**config.mk**
```make
export PLATFORM = sky130hd
export DESIGN_NAME = program_loader
export DESIGN_NICKNAME = d
export VERILOG_FILES = /design/src/rtl/program_loader.sv
export SDC_FILE = /design/constraint.sdc
export NUM_CORES = 1
export LEC_CHECK = 0
export BUFFER_PORTS_ARGS = -buffer_cell sky130_fd_sc_hd__buf_4
export CELL_PAD_IN_SITES_DETAIL_PLACEMENT = 0
export CELL_PAD_IN_SITES_GLOBAL_PLACEMENT = 1
export CORE_MARGIN = 3
export CORE_UTILIZATION = 37
export CTS_BUF_LIST = sky130_fd_sc_hd__clkbuf_8
export DETAILED_ROUTE_END_ITERATION = 12
export PLACE_DENSITY = 0.85
export SLEW_MARGIN = 10
export SYNTH_ARGS = -nofsm -noshare
export SYNTH_HDL_FRONTEND = slang
export SYNTH_SLANG_ARGS = --single-unit
```
**constraint.sdc**
```tcl
create_clock -name clk -period 2 [get_ports clk]
set_clock_uncertainty 0.15 [all_clocks]
set_input_delay 0.4 -clock clk [delete_from_list [all_inputs] [get_ports clk]]
set_output_delay 0.4 -clock clk [all_outputs]
set_load 0.005 [all_outputs]
```
**src/rtl/program_loader.sv**
```systemverilog
// Boot-stage program loader: streams bytes into the 32x8 program memory
// while holding the CPU in reset, then releases it and times the run.
module program_loader #(
  parameter int unsigned AW = 5,
  parameter int unsigned DW = 8,
  parameter int unsigned CW = 16
) (
  input  logic          clk,
  input  logic          rst_n,
  input  logic          start,
  input  logic          in_valid,
  input  logic [DW-1:0] in_data,
  input  logic          in_last,
  output logic          in_ready,
  output logic          mem_wr,
  output logic [AW-1:0] mem_addr,
  output logic [DW-1:0] mem_data,
  output logic          cpu_rst,
  input  logic          cpu_halt,
  output logic          done,
  output logic          error,
  output logic [AW:0]   byte_count,
  output logic [CW-1:0] run_cycles
);

  typedef enum logic [2:0] {
    S_IDLE,
    S_LOAD,
    S_FLUSH,
    S_RUN,
    S_DONE,
    S_ERR
  } state_t;

  state_t        state, state_nx;
  logic [AW-1:0] ptr, ptr_nx;
  logic          in_ready_nx;
  logic          mem_wr_nx;
  logic [AW-1:0] mem_addr_nx;
  logic [DW-1:0] mem_data_nx;
  logic          cpu_rst_nx;
  logic          done_nx;
  logic          error_nx;
  logic [AW:0]   byte_count_nx;
  logic [CW-1:0] run_cycles_nx;
  logic          accept;
  logic          ptr_max;

  // in_ready is registered and only ever high in LOAD, so this is the handshake.
  assign accept  = (state == S_LOAD) && in_valid && in_ready;
  assign ptr_max = &ptr;

  // State register and registered outputs.
  always_ff @(posedge clk) begin
    if (!rst_n) begin
      state      <= S_IDLE;
      ptr        <= '0;
      in_ready   <= 1'b0;
      mem_wr     <= 1'b0;
      mem_addr   <= '0;
      mem_data   <= '0;
      cpu_rst    <= 1'b1;
      done       <= 1'b0;
      error      <= 1'b0;
      byte_count <= '0;
      run_cycles <= '0;
    end else begin
      state      <= state_nx;
      ptr        <= ptr_nx;
      in_ready   <= in_ready_nx;
      mem_wr     <= mem_wr_nx;
      mem_addr   <= mem_addr_nx;
      mem_data   <= mem_data_nx;
      cpu_rst    <= cpu_rst_nx;
      done       <= done_nx;
      error      <= error_nx;
      byte_count <= byte_count_nx;
      run_cycles <= run_cycles_nx;
    end
  end

  // Next-state and next-output logic; outputs hold unless a state acts on them.
  always_comb begin
    state_nx      = state;
    ptr_nx        = ptr;
    mem_wr_nx     = 1'b0;
    mem_addr_nx   = mem_addr;
    mem_data_nx   = mem_data;
    cpu_rst_nx    = cpu_rst;
    done_nx       = done;
    error_nx      = error;
    byte_count_nx = byte_count;
    run_cycles_nx = run_cycles;

    case (state)
      S_IDLE, S_DONE, S_ERR: begin
        if (start) begin
          state_nx      = S_LOAD;
          ptr_nx        = '0;
          byte_count_nx = '0;
          run_cycles_nx = '0;
          done_nx       = 1'b0;
          error_nx      = 1'b0;
          cpu_rst_nx    = 1'b1;
        end
      end
      S_LOAD: begin
        if (accept) begin
          mem_wr_nx     = 1'b1;
          mem_addr_nx   = ptr;
          mem_data_nx   = in_data;
          byte_count_nx = byte_count + (AW + 1)'(1);
          // Pointer saturates at the top address; leaving LOAD makes that final.
          if (!ptr_max) ptr_nx = ptr + AW'(1);
          if (in_last) begin
            state_nx = S_FLUSH;
          end else if (ptr_max) begin
            state_nx = S_ERR;
            error_nx = 1'b1;
          end
        end
      end
      S_FLUSH: begin
        // The last write pulse is on the bus this cycle with the CPU still held.
        state_nx   = S_RUN;
        cpu_rst_nx = 1'b0;
      end
      S_RUN: begin
        if (cpu_halt) begin
          state_nx = S_DONE;
          done_nx  = 1'b1;
        end else if (run_cycles != '1) begin
          run_cycles_nx = run_cycles + CW'(1);
        end
      end
      default: begin
        state_nx = S_IDLE;
      end
    endcase

    in_ready_nx = (state_nx == S_LOAD);
  end

endmodule

```
Word level (Yosys, flattened, before mapping):

Cells that the tools add are included.

* flip-flop bits (word level): 48
* bits of input ports: 14
* output and inout port bits: 40
* word-level logic and storage cells: 72

* add/sub/neg operators: 3
* eq/ne operators: 15
* mux-type cells: 27
* reduce and logical (&&, ||, !) cells: 16

Operators with widths (count)
* $mux 16: 3
* $pmux 16 s2: 1
* $add 16x1->16 const B: 1
* $ne 16x16->1 const B: 1
* $ne 2x2->1 const B: 8
* $mux 3: 5
* $mux 5: 3
* $mux 6: 2
* $pmux 3 s4: 1
* $pmux 6 s2: 1
* $pmux 5 s2: 1
* $reduce_and 5->1: 2
* $reduce_and 4->1: 2
* $mux 1: 7
* $add 6x1->6 const B: 1
* $eq 3x1->1 const B: 2
* $eq 3x2->1 const B: 2
* $eq 3x3->1 const B: 2
* $pmux 1 s2: 3
* $reduce_and 2->1: 3
* $reduce_and 3->1: 2
* $reduce_bool 2->1: 3
* $add 5x1->5 const B: 1
* $logic_not 3->1: 1
* 2 further kinds: 3

Longest topological paths before layout:

Gate-level depths: netlist of run 1.

* depth after elaboration: 6
* gate-level depth with buffers: 8
* depth with buffers taken out: 8

Worst setup path after synthesis of run 1:

No wires, ideal clock.

* kind: register to register
* start point: register run_cycles[0]
* end point: register run_cycles[2]
* library setup time: 0.128 ns
* data arrival time: 1.647 ns
* required time: 1.722 ns
* setup slack: 0.076 ns
* stages on the path, launching flop included: 7
* path buffers: 0
* clock period less this slack: 1.924 ns
* cells stage by stage: dfxtp_1 > ha_1 > nand3_1 > or4_4 > o211a_1 > xnor2_1 > nor2_1

* cells in the longest elaborated chain, start to end: 4
* elaborated cells between the ends (all ways): 7
* classes of those cells: 1 x add/sub; 2 x eq/ne; 3 x mux; 1 x reduce/logical

Ends and longest elaborated chain
* start: declaration: line 23 `output logic [CW-1:0] run_cycles`
* start signal: assignment: line 78 `run_cycles <= run_cycles_nx;`
* $add 16x1->16: line 133 `run_cycles_nx = run_cycles + CW'(1);`
* $mux 16: line 132 `end else if (run_cycles != '1) begin`
* $mux 16: line 129 `if (cpu_halt) begin`
* $pmux 16 s2: line 95 `case (state)`

Parallel ways exist; a longest one is shown, timed or not. The select of a mux whose other input is x is not followed.
A chain may end at the register's enable or synchronous reset.

Worst setup path after layout of run 1:

* start point: register state[0]
* end point: register run_cycles[15]

* cells in the longest elaborated chain, start to end: 4
* elaborated cells between the ends (all ways): 11
* classes of those cells: 6 x eq/ne; 1 x mux; 4 x reduce/logical

Ends and longest elaborated chain
* start: declaration: line 35 `state_t state, state_nx;`
* start signal: assignment: line 68 `state <= state_nx;`
* $eq 3x3->1 / $logic_not 3->1 (equally long branches): line 95
* $reduce_or 3->1: line 95
* $ne 2x2->1 (no source line) / $reduce_bool 2->1 (equally long branches)
* $reduce_and 4->1 (no source line)

Parallel ways exist; a longest one is shown, timed or not.

==> results of run 1 <==
## placed cells by master (no fill, tap or decap), drive strengths merged, types with 6 or more instances in the layout
| cell type | Yosys | final |
|---|---|---|
| clkbuf | 5 | 6 |
| a21boi | 19 | 19 |
| dfxtp | 48 | 48 |
| nor2 | 22 | 22 |
| nand2b | 7 | 7 |
| xnor2 | 13 | 13 |
| buf | 7 | 73 |
| nor4 | 6 | 6 |
| nand2 | 39 | 39 |
| o21ai | 12 | 12 |
| a21oi | 11 | 11 |
| nand3 | 11 | 11 |
## area by class of cell
| cell class | instances | area, sq um | share of cell area (%) |
|---|---|---|---|
| Multi-Input combinational cell | 197 | 1320 | 43.3 |
| Timing Repair Buffer | 73 | 561 | 18.4 |
| Inverter | 4 | 15.0 | 0.492 |
| Clock buffer | 6 | 82.6 | 2.71 |
| Clock inverter | 2 | 15.0 | 0.492 |
| Sequential cell | 48 | 962 | 31.5 |
| Tap cell | 75 | 93.8 | 3.08 |
## flip-flops by register name, summed over array words and instances (netlist names)
signal and cells:
run_cycles 16, mem_data 8, byte_count 6, mem_addr 5, ptr 5, state 3
cpu_rst 1, done 1, error 1, in_ready 1, mem_wr 1
## per-stage QoR
stage / TNS [ns] / area (sq um)
detailed placement: 0 / 2930
floorplan: 0 / 2340
finish: 0 / 3050
global route: -0.0230 / 3050
global placement: 0 / 2930
CTS: 0 / 3030
## power breakdown
part	switching, mW	leakage [nW]	internal [mW]
registers	0.00960	0.388	0.965
logic	0.0947	0.763	0.0763
clock network	0.338	0.0434	0.280
total	0.442	1.19	1.32
## final timing paths
kind	start	to	slack (ns)
setup / recovery	state[0]$_SDFF_PN0_	run_cycles[15]$_SDFFE_PN0P_	0.09
hold / removal	in_data[0]	mem_data[0]$_SDFFE_PN0P_	0.18
setup reg to reg	state[0]$_SDFF_PN0_	run_cycles[15]$_SDFFE_PN0P_	0.09
hold reg to reg	mem_data[0]$_SDFFE_PN0P_	mem_data[0]$_SDFFE_PN0P_	0.31
## synth_stat cells, types with 2 or more instances
cell type   n  share of area (%)
clkbuf_1    5               0.80
and4_1      2               0.75
o21ai_1     2               0.43
or3_1       3               0.80
nor3_1      5                1.1
o31ai_1     2               0.64
a21boi_0    5                1.6
nor2_1     21                3.4
inv_1       4               0.64
a21boi_1   13                4.2
o21a_1      2               0.64
ha_1        4                2.1
buf_2       5                1.1
nand3_1    10                2.1
nand2b_1    7                1.9
dfxtp_1    48                 41
xnor2_1    13                4.9
buf_6       2               0.96
nand4_2     2                1.1
nor4_1      5                1.3
a21oi_1    11                2.4
o211ai_1    2               0.64
o21ai_0     9                1.9
nand2_1    39                6.3
nand3b_1    2               0.64
nor4b_2     2                1.3
and2_1      5                1.3
nand4_1     3               0.80
## kinds of logic after synthesis
| logic type | share of synthesized area (%) |
|---|---|
| simple gates | 30.2 |
| fa+ha+maj | 2.14 |
| compound gates | 17.8 |
| flops | 41.1 |
| xor+xnor | 4.87 |
| mux | 0.428 |
| buf+inv | 3.48 |
## worst reg2reg max path: stages, from the launching register on
cell	delay, ns
dfxtp_1	0.34
buf_4	0.18
nor2b_4	0.18
o22ai_4	0.29
nand3_4	0.16
or4_1	0.42
a21oi_1	0.14
## metal layers
layer / wire (um) / share of wire [%]
met5: 0 / 0
met4: 68 / 1.3
met3: 175 / 3.2
met2: 2580 / 48
met1: 2570 / 48
==> run summary, run 1 <==
Status = complete, no violations
Non-Filler Instances = 405
Die width = 85.5 um
Top_reg_cell synth = dfxtp_1
CTS Hold Buffers Added = 0
Worst-path clk slew = 0.10 ns
Final antenna-violating net count = 0
Setup slack at placement = 0.0536 ns
Critical path arrival = 2.00 ns
Starting Density = 38.8%
Post-placement cell count = 397
IO Pins = 54
CTS tree = built
Vias in the first global route = 1952
Routed vias/inst = 5.05
Max-Cap Viols = 0
GRT overflow = 0
H-tree Lvls = 2
Lkg Pwr = 1.19 nW
Ys Warns = 0
WHS = 0.176 ns
Layout area overhead = 30.4%
Fmax = 524 MHz
Crit path kind = register to register
CTS Root Cell = clkbuf_8
Final Hold Violating Endpoints = 0
Synth cell types = 56
Layout fillers = 587
Flops & latches, synth = 48
Relative slew slack = 68.9%
Post-synth EDFFs = 0
Tcrit/Tclk final = 95.5%
Initial drt markers = 82
Share of cells above drive strength 1 = 31.2%
Synth Area per Inst = 8.96 sq um
First-pass GRT wire length = 9190 um
Post-CTS sizing = 0
Num CTS Buffers = 5
RSZ-0062 raised after global routing = yes
Crit path max-delay family = simple AND/OR/NAND/NOR gates
Worst VDD drop = 290 uV
Largest net degree at the start of global routing = 29
Remaining DRCs = 0
Setup crit end kind = register
Max clock buf depth = 2
Pwr per Cell Area = 578 mW/mm^2
Hold Path Cell Cnt = 3
Met1 Usage GRT = 19.9%
GR Util met3 = 3.17%
Fin util = 50.6%
Vias = 2046
PortBufs = 53
Mapped Nets = 279
GRT Util Overall = 15.2%
Average wire per standard cell = 13.3 um
Die area = 0.00731 sq mm
Worst Tran Pin Value = 0.463 ns
Routability congestion estimate = 0.763
Die Ht = 85.5 um
FP Rows = 28
Core area = 0.00603 sq mm
Cells after Synth = 261
Final Max Tran Viols = 0
Critical-path cell list = buf_4 -> nor2b_4 -> o22ai_4 -> nand3_4 -> or4_1 -> a21oi_1
Ys async rst share = 0%
Worst EP required = 2.09 ns
Top Usage Layer GRT = met2
Dpl hpwl = 3920 um
Fin crit period = 1.91 ns
Total power = 1.76 mW
Syn Std Cell Area = 0.00234 sq mm
Clock sinks = 48
Clock Latency Late Sink = 0.31 ns
GR Util met2 = 25.4%
Post-CTS setup buffers = 0
Worst path depth = 6
DRT Pass-1 Iters = 4
CP startpoint kind = register
Final WS setup = 0.0901 ns
Crit path buf inv count = 1
Total wire length = 5390 um
Hold WC Path Type = input pin to register
Initial antenna violation count = 0
Register area share after synthesis = 41.1%
Final Net Count = 347
Critical path peak fanout = 10
Number of diodes = 0
R2R cell count = 6
Final setup viols = 0
Crit path max-delay cell type = or4_1
Largest stage delay, worst path = 0.42 ns
No activity file was read; power rests on OpenSTA's default activity.
==> run 2: changes to the inputs <==
--- a/config.mk
+++ b/config.mk
@@ -5,14 +5,14 @@
 export SDC_FILE = /design/constraint.sdc
 export NUM_CORES = 1
 export LEC_CHECK = 0
-export BUFFER_PORTS_ARGS = -buffer_cell sky130_fd_sc_hd__buf_4
+export BUFFER_PORTS_ARGS = -buffer_cell sky130_fd_sc_hd__buf_2
 export CELL_PAD_IN_SITES_DETAIL_PLACEMENT = 0
 export CELL_PAD_IN_SITES_GLOBAL_PLACEMENT = 1
 export CORE_MARGIN = 3
 export CORE_UTILIZATION = 37
 export CTS_BUF_LIST = sky130_fd_sc_hd__clkbuf_8
 export DETAILED_ROUTE_END_ITERATION = 12
-export PLACE_DENSITY = 0.85
+export PLACE_DENSITY = 0.77
 export SLEW_MARGIN = 10
 export SYNTH_ARGS = -nofsm -noshare
 export SYNTH_HDL_FRONTEND = slang
==> run 2 against run 1 <==
Against the previous run: combinational power about the same; hold slack got worse by 0.0077 ns; power decreased by 0.55%; fmax increased by 1.3%; flip-flop and latch count unchanged; cell count increased by 1.2%; clock power decreased by 1%; sequential power about the same; wire length increased by 0.26%; via count increased by 0.88%; largest power group unchanged; highest routed layer unchanged.
==> run summary, run 2 (synthesized netlist as in run 1, its figures left out) <==
CP startpoint kind = register
RSZ-0062 raised after global routing = no
Largest net degree at the start of global routing = 18
Hold WC Path Type = input pin to register
PortBufs = 53
Max reg flops = 16
Largest reg by FF count = run_cycles
Power Internal = 1.32 mW
Final antenna-violating net count = 0
Crit path max-delay family = simple AND/OR/NAND/NOR gates
Hold Startpoint = in_data[4]
IO Pins = 54
Remaining DRCs = 0
Post-route setup TNS = 0 ns
Reg power frac = 55.7%
Clock Latency Late Sink = 0.30 ns
Most frequent cells in the layout = buf_2 (53), dfxtp_1 (44), nand2_1 (39)
Sw Pwr = 0.439 mW
Num CTS Buffers = 5
Crit path buf inv count = 0
CTS Hold Buffers Added = 0
FP Rows = 28
Pwr per Cell Area = 590 mW/mm^2
Vias = 2064
Fmax = 531 MHz
Clk pwr share = 34.8%
Starting Density = 38.8%
GRT Util Overall = 15.1%
Initial drt markers = 67
Share of cells above drive strength 1 = 33.7%
Crit path max-delay cell type = or4_4
Reg2reg end = run_cycles[2]$_SDFFE_PN0P_
H-tree Lvls = 2
Sw Share = 25.0%
Most common cell after layout, fill and taps aside = buf_2
Critical path peak fanout = 3
Crit path kind = register to register
Layout area overhead = 27.0%
Worst setup path startpoint = run_cycles[0]$_SDFFE_PN0P_
Die area = 0.00731 sq mm
Comb power frac = 9.6%
Hold Path Cell Cnt = 3
Max clock buf depth = 2
Vias in the first global route = 1955
Origin of the critical flop-to-flop path = run_cycles[0]$_SDFFE_PN0P_
Fin crit period = 1.88 ns
Total wire length = 5410 um
Critical-path cell list = ha_1 -> nand3_2 -> or4_4 -> o211a_1 -> xnor2_1 -> nor2_1
Final Max Tran Viols = 0
Number of diodes = 0
Max-Cap Viols = 0
DRT Pass-1 Iters = 4
Initial antenna violation count = 0
WHS = 0.168 ns
Lkg Pwr = 1.21 nW
Die width = 85.5 um
Status = complete, no violations
GRT overflow = 0
R2R cell count = 6
Critical path arrival = 1.94 ns
Worst-path clk slew = 0.09 ns
Top Registers = run_cycles (16), mem_data (8), byte_count (6)
Relative slew slack = 77.9%
First-pass GRT wire length = 9090 um
Final setup viols = 0
CTS Root Cell = clkbuf_8
Worst R2R Setup Slack = 0.12 ns
Worst Tran Pin Value = 0.329 ns
Clock sinks = 48
Average wire per standard cell = 13.2 um
Final Net Count = 352
Largest stage delay, worst path = 0.55 ns
Tcrit/Tclk final = 94.2%
Total power = 1.75 mW
Worst VDD drop = 335 uV
Routability congestion estimate = 0.788
Core area = 0.00603 sq mm
Setup crit end kind = register
Dpl hpwl = 3940 um
Final Hold Violating Endpoints = 0
CTS tree = built
Hold EP = mem_data[4]$_SDFFE_PN0P_
Die Ht = 85.5 um
Worst EP required = 2.05 ns
Routed vias/inst = 5.03
run 2: stage by stage:
stage	cell area, sq um	instances	setup WS (ns)	utilization [%]
2_1_floorplan	2340	261	0.0756	-
3_3_place_gp	2810	400	0.0677	46.6
6_report	2970	410	0.115	49.3
5_1_grt	2970	410	0.0211	49.3
4_1_cts	2900	408	0.0876	48.2
3_5_place_dp	2810	400	0.0111	46.6
run 2: worst max-delay path by stage:
stage / to / depth (start not counted)
global placement: ptr[0]$_SDFFE_PN0P_ / 7
global route: run_cycles[15]$_SDFFE_PN0P_ / 5
floorplan: run_cycles[2]$_SDFFE_PN0P_ / 6
finish: run_cycles[2]$_SDFFE_PN0P_ / 6
detailed placement: ptr[0]$_SDFFE_PN0P_ / 7
CTS: run_cycles[15]$_SDFFE_PN0P_ / 5
run 2: layout make-up:
type / count / area (sq um)
Timing Repair Buffer: 78 / 453
Clock inverter: 2 / 11.3
Clock buffer: 6 / 82.6
Multi-Input combinational cell: 197 / 1350
Sequential cell: 48 / 966
Tap cell: 75 / 93.8
Inverter: 4 / 15.0
Fill cell: 636 / 3050
run 2: metal layers:
layer	part of all wire [%]	global-route usage, %
met2	47	24.4
met1	48	20.4
met5	0	0
met3	3.5	3.65
met4	0.92	3.45
run 2: worst register-to-register path, cell delays in order, from the launching register on:
cell,delay [ns]
dfxtp_1,0.34
ha_1,0.20
nand3_2,0.12
or4_4,0.55
o211a_1,0.24
xnor2_1,0.13
nor2_1,0.05
run 2: power groups by stage:
stage / clock [mW] / sequential, mW / combinational, mW
after CTS: 0.629 / 0.976 / 0.163
after detailed placement: 0 / 0.998 / 0.162
after floorplan: 0 / 0.995 / 0.105
after global placement: 0 / 0.998 / 0.162
after global routing: 0.669 / 0.979 / 0.185
final: 0.610 / 0.976 / 0.168
run 2: what timing repair did:
action / 4_1_cts / 5_1_grt
setup buffers: 0 / 2
resized for setup: 1 / 13
pin swaps: 0 / 2
endpoints found under the hold margin: 0 / 0
setup endpoints to repair: 1 / 14
